[src/rtl/iter_mult.sv]
// iter_mult -- iterative shift-and-add multiplier, one partial product per clock.
//
// Handshake: start is a request sampled on every rising edge while the block
// is in IDLE or DONE; it is ignored in RUN. result_rdy is a one-cycle
// completion pulse with no back-pressure. result and overflow stay stable
// from that pulse until the next completion or reset. busy is high in RUN
// and in DONE.
//
// Timing: a start sampled at edge k enters RUN, and WIDTH RUN cycles follow.
// The final partial product is added on edge k+WIDTH, which also enters DONE.
// result_rdy is therefore high in the cycle that a consumer captures on edge
// k+WIDTH+1. When start is held high, the DONE cycle accepts it directly, so
// there is one operation every WIDTH+1 cycles.
//
// Signed mode multiplies magnitudes and negates the final product when the
// operand signs differ. The magnitude of the most-negative value,
// 2^(WIDTH-1), still fits in WIDTH unsigned bits.
//
// Ports:
//   clock       rising-edge clock
//   reset       asynchronous active-high reset
//   start       multiply request
//   is_signed   1 = two's-complement operands, 0 = unsigned
//   data_a      multiplicand, WIDTH bits
//   data_b      multiplier, WIDTH bits
//   result      product, 2*WIDTH bits, held between completions
//   result_rdy  one-cycle pulse, high in the DONE cycle
//   busy        high in RUN and DONE
//   overflow    product does not fit in WIDTH bits of the selected signedness
//   dbg_state   current FSM state (0 IDLE, 1 RUN, 2 DONE)
module iter_mult #(
  parameter int WIDTH = 8
) (
  input  logic                 clock,
  input  logic                 reset,
  input  logic                 start,
  input  logic                 is_signed,
  input  logic [WIDTH-1:0]     data_a,
  input  logic [WIDTH-1:0]     data_b,
  output logic [2*WIDTH-1:0]   result,
  output logic                 result_rdy,
  output logic                 busy,
  output logic                 overflow,
  output logic [1:0]           dbg_state
);

  localparam int PW = 2 * WIDTH;
  localparam int CW = $clog2(WIDTH);

  typedef enum logic [1:0] {
    IDLE = 2'd0,
    RUN  = 2'd1,
    DONE = 2'd2
  } state_t;

  state_t            state;
  logic [CW-1:0]     cnt;
  logic [WIDTH-1:0]  a_mag;
  logic [WIDTH-1:0]  b_mag;
  logic              neg;
  logic              sgn;
  logic [PW-1:0]     acc;

  logic [WIDTH-1:0]  a_abs;
  logic [WIDTH-1:0]  b_abs;
  logic [PW-1:0]     pp;
  logic [PW-1:0]     acc_next;
  logic [PW-1:0]     prod_final;
  logic              ovf_final;
  logic              last_iter;

  always_comb begin
    a_abs = data_a;
    b_abs = data_b;
    if (is_signed && data_a[WIDTH-1]) a_abs = ~data_a + WIDTH'(1);
    if (is_signed && data_b[WIDTH-1]) b_abs = ~data_b + WIDTH'(1);

    // a_mag AND b_mag[cnt], weighted by 2^cnt
    pp       = {{WIDTH{1'b0}}, a_mag & {WIDTH{b_mag[cnt]}}} << cnt;
    acc_next = acc + pp;

    prod_final = acc_next;
    if (neg) prod_final = ~acc_next + PW'(1);

    // Signed: the upper WIDTH+1 bits must all be sign copies.
    // Unsigned: the upper WIDTH bits must all be zero.
    if (sgn) begin
      ovf_final = !((&prod_final[PW-1:WIDTH-1]) || !(|prod_final[PW-1:WIDTH-1]));
    end else begin
      ovf_final = |prod_final[PW-1:WIDTH];
    end

    last_iter = (cnt == CW'(WIDTH - 1));
  end

  always_ff @(posedge clock or posedge reset) begin
    if (reset) begin
      state      <= IDLE;
      cnt        <= '0;
      a_mag      <= '0;
      b_mag      <= '0;
      neg        <= 1'b0;
      sgn        <= 1'b0;
      acc        <= '0;
      result     <= '0;
      result_rdy <= 1'b0;
      busy       <= 1'b0;
      overflow   <= 1'b0;
    end else begin
      case (state)
        // DONE accepts a new start exactly like IDLE, giving back-to-back issue.
        IDLE, DONE: begin
          result_rdy <= 1'b0;
          if (start) begin
            a_mag <= a_abs;
            b_mag <= b_abs;
            sgn   <= is_signed;
            neg   <= is_signed & (data_a[WIDTH-1] ^ data_b[WIDTH-1]);
            acc   <= '0;
            cnt   <= '0;
            busy  <= 1'b1;
            state <= RUN;
          end else begin
            busy  <= 1'b0;
            state <= IDLE;
          end
        end
        RUN: begin
          acc <= acc_next;
          cnt <= cnt + CW'(1);
          if (last_iter) begin
            result     <= prod_final;
            overflow   <= ovf_final;
            result_rdy <= 1'b1;
            state      <= DONE;
          end
        end
        default: begin
          result_rdy <= 1'b0;
          busy       <= 1'b0;
          state      <= IDLE;
        end
      endcase
    end
  end

  assign dbg_state = state;

endmodule

[config.mk]
export PLATFORM = sky130hd
export DESIGN_NAME = iter_mult
export DESIGN_NICKNAME = d
export VERILOG_FILES = /design/src/rtl/iter_mult.sv
export SDC_FILE = /design/constraint.sdc
export NUM_CORES = 1
export LEC_CHECK = 0
export ABC_AREA = 1
export BUFFER_PORTS_ARGS = -buffer_cell sky130_fd_sc_hd__buf_2
export CORE_ASPECT_RATIO = 1.25
export CORE_MARGIN = 2
export CORE_UTILIZATION = 55
export CTS_CLUSTER_DIAMETER = 50
export DETAILED_ROUTE_END_ITERATION = 10
export HOLD_SLACK_MARGIN = 0.03
export PLACE_DENSITY = 0.75
export SETUP_SLACK_MARGIN = 0.4
export SLEW_MARGIN = 20
export SYNTH_ARGS = -nofsm -noshare
export SYNTH_HDL_FRONTEND = slang
export SYNTH_SLANG_ARGS = --single-unit
[constraint.sdc]
create_clock -name clock -period 4.7 [get_ports clock]
set_input_delay 0.705 -clock clock [delete_from_list [all_inputs] [get_ports clock]]
set_output_delay 0.705 -clock clock [all_outputs]
set_load 0.03 [all_outputs]
==> flow_metrics.env <==
export IMPL_drc=0
export IMPL_firstDrtPassIters=5
export IMPL_ios=41
export IMPL_die_h_um=104
export IMPL_final_setup_tns_ns=0
export IMPL_slew_viol_final=0
export IMPL_synth_most_common_cell="nand2_1"
export IMPL_initial_utilization=0.566
export IMPL_yosysSeqAreaShare=0.321
export IMPL_cap_violations=0
export IMPL_hold_buffers=0
export IMPL_synthTopCellsByCount="209 x nand2_1, 82 x inv_1, 72 x o21ai_0, 57 x dfrtp_1, 50 x nand3_1"
export IMPL_synth_top_family_by_area="simple AND/OR/NAND/NOR gates"
export IMPL_met1_length_um=4740
export IMPL_fmax_ghz=0.255
export IMPL_synth_ff_type="dfrtp_1"
export IMPL_area_growth_pct=12.6
export IMPL_clock_skew_ns=0.0151
export IMPL_via_per_inst=5.46
export IMPL_status="finished clean"
export IMPL_clk_latency_ns=0.36
export IMPL_synthXorXnorAreaFrac=0.0335
export IMPL_required_ns=4.93
export IMPL_final_nets=752
export IMPL_met3_wirelength_um=428
export IMPL_nFillCells=750
export IMPL_grt_pass1_vias=4343
export IMPL_endpoint_kind="flop"
export IMPL_dieArea_sq_mm=0.00881
export IMPL_place_inst=789
export IMPL_fin_crit_ns=3.92
export IMPL_cp_data_arrival_time_ns=4.15
export IMPL_clockBufferDepth=2
export IMPL_grt_max_degree=58
export IMPL_clock_root_buffer="clkbuf_8"
export IMPL_crit_type="flop to flop"
export IMPL_rows=36
export IMPL_grt_use_total=0.280
export IMPL_synth_simple_area_share=0.359
export IMPL_synth_edff_count=0
export IMPL_highest_layer="met4"
export IMPL_final_cells=810
export IMPL_drt_total_wl_um=11700
export IMPL_coreArea_sq_mm=0.00784
export IMPL_synth_top_area_frac=0.321
export IMPL_port_buffers=40
export IMPL_relSlewSlack=0.414
export IMPL_critPathLaunchType="flop"
export IMPL_routedWlPerCell_um=14.4
export IMPL_met2_length_um=5980
export IMPL_synth_distinct_cells=34
export IMPL_setup_viol=0
export IMPL_hpwl_um=9070
export IMPL_gp_congestion=0.971
export IMPL_finalHoldViolations=0
export IMPL_synth_mux_area_frac=0.00677
export IMPL_synth_adder_area_share=0.0637
export IMPL_die_w_um=84.3
export IMPL_synth_seq_cells=57
export IMPL_ys_warn_count=0
export IMPL_cts_sinks=57
export IMPL_syn_area_sq_mm=0.00444
export IMPL_antenna_found_initial=0
export IMPL_vias=4424
export IMPL_numCtsBuffers=9
export IMPL_synth_net_count=709
export IMPL_drt_iter0_markers=261
export IMPL_htreeDepth=3
export IMPL_ant_nets=0
export IMPL_netlist_top_cells_area="dfrtp_1 32%, nand2_1 18%, o21ai_0 8.1%"
export IMPL_rsz0062_at_grt="false"
export IMPL_overflow=0
export IMPL_drive_gt1_frac=0.171
export IMPL_async_flop_share=1.00
export IMPL_critical_path_max_fanout=12
export IMPL_synthCells=667
export IMPL_min_path_type="flop to flop"
export IMPL_clkTransAtPathRegs_ns=0.07
export IMPL_cts_tree="yes"
export IMPL_syn_avg_cell_area_sq_um=6.65
export IMPL_period_share=0.833
export IMPL_grt_pass1_wl_um=19900
export IMPL_worst_pin_slew_ns=0.877
export IMPL_n_antenna_cell=0
export IMPL_synth_compound_gate_area_share=0.123
export IMPL_synth_area_leader_cell="dfrtp_1"
==> per-stage QoR <==
stage	hold WS [ns]	cell area, sq um	setup slack [ns]	utilization
2_1_floorplan	0.448	4440	1.14	-
3_3_place_gp	0.451	4710	0.481	0.601
3_5_place_dp	0.457	4710	0.365	0.601
4_1_cts	0.475	4920	0.425	0.627
5_1_grt	0.491	5000	0.412	0.638
6_report	0.470	5000	0.785	0.638
==> cells in the final DEF (no fill, tap or decap), types with 3 or more instances in the layout <==
master,synthesis,layout
a21oi_1,15,14
buf_2,3,40
buf_4,3,9
clkbuf_8,0,11
dfrtp_1,57,54
dfrtp_2,0,3
ha_1,21,19
inv_1,82,77
inv_2,5,8
mux2i_1,3,3
nand2_1,209,208
nand2_2,20,21
nand2_4,3,3
nand3_1,50,50
nand3_2,6,6
nand4_1,6,6
nor2_1,49,48
nor2_2,3,3
nor2_4,3,4
nor3_1,8,7
o21ai_0,72,69
o21ai_1,3,5
o22ai_1,3,3
o31ai_1,3,3
xnor2_1,3,3
xor2_1,14,14
==> worst max-delay path: stages, from the launching register on <==
cell and delay [ns]:
dfrtp_2 0.48, inv_4 0.14, nor2_1 0.05, o221ai_1 0.22, nand2_2 0.14, nor2_1 0.14, nand2_1 0.14, nor3_2 0.15
ha_2 0.24, fa_1 0.41, inv_1 0.13, ha_1 0.18, a21boi_1 0.21, nand3_1 0.13, nor2_1 0.10, nand2_1 0.08
nor2_2 0.14, nand3_2 0.09, nand2_2 0.08, nand2_1 0.07, nand2_1 0.06, nand2_1 0.10, nor2_1 0.11, nand3_1 0.08
nand2_1 0.06, nand3_1 0.07
==> registers in the layout, summed over array words and instances (netlist names) <==
signal / cells
busy: 1
acc: 16
result: 16
result_rdy: 1
cnt: 3
a_mag: 8
neg: 1
sgn: 1
b_mag: 8
dbg_state: 1
overflow: 1
==> metal layers <==
| metal | GRT usage | up-vias |
|---|---|---|
| li1 | - | 2219 |
| met1 | 0.323 | 2062 |
| met2 | 0.494 | 108 |
| met3 | 0.0444 | 35 |
| met4 | 0.146 | 0 |
| met5 | 0 | - |
==> worst paths after layout <==
kind | startpoint | endpoint | slack (ns) | cells past startpoint
max | cnt[0] | overflow | 0.78 | 25
max reg2reg | cnt[0] | overflow | 0.78 | 25
min in group asynchronous | reset | b_mag[2] | 0.55 | 3
max in group asynchronous | reset | cnt[1] | 3.64 | 3
min reg2reg | busy | busy | 0.47 | 2
min | busy | busy | 0.47 | 2
==> kinds of logic (layout without fill, tap and decap cells) <==
logic type	Yosys count	after routing
DFF	57	57
and+or+nand+nor	359	359
buffers and inverters	106	154
muxes	3	3
xor gates and xnor gates	17	17
AOI/OAI and AO/OA	103	103
adders and majority gates	22	22
==> layout make-up <==
type	instances	area, sq um	area share
Timing Repair Buffer	49	268	0.0536
Clock buffer	12	155	0.0310
Sequential cell	57	1430	0.286
Clock inverter	4	51.3	0.0103
Inverter	89	340	0.0681
Multi-Input combinational cell	504	2630	0.527
Tap cell	95	119	0.0238
==> repair_timing <==
| action | in CTS | in global routing |
|---|---|---|
| gates resized for setup | 3 | 17 |
| buffers inserted | 0 | 5 |
| cloned | 0 | 0 |
| pin swaps | 0 | 2 |
| setup endpoints to repair | 1 | 7 |
Power is not shown: default switching activity piles up to over one toggle a cycle in this logic, so the estimate is an artifact.
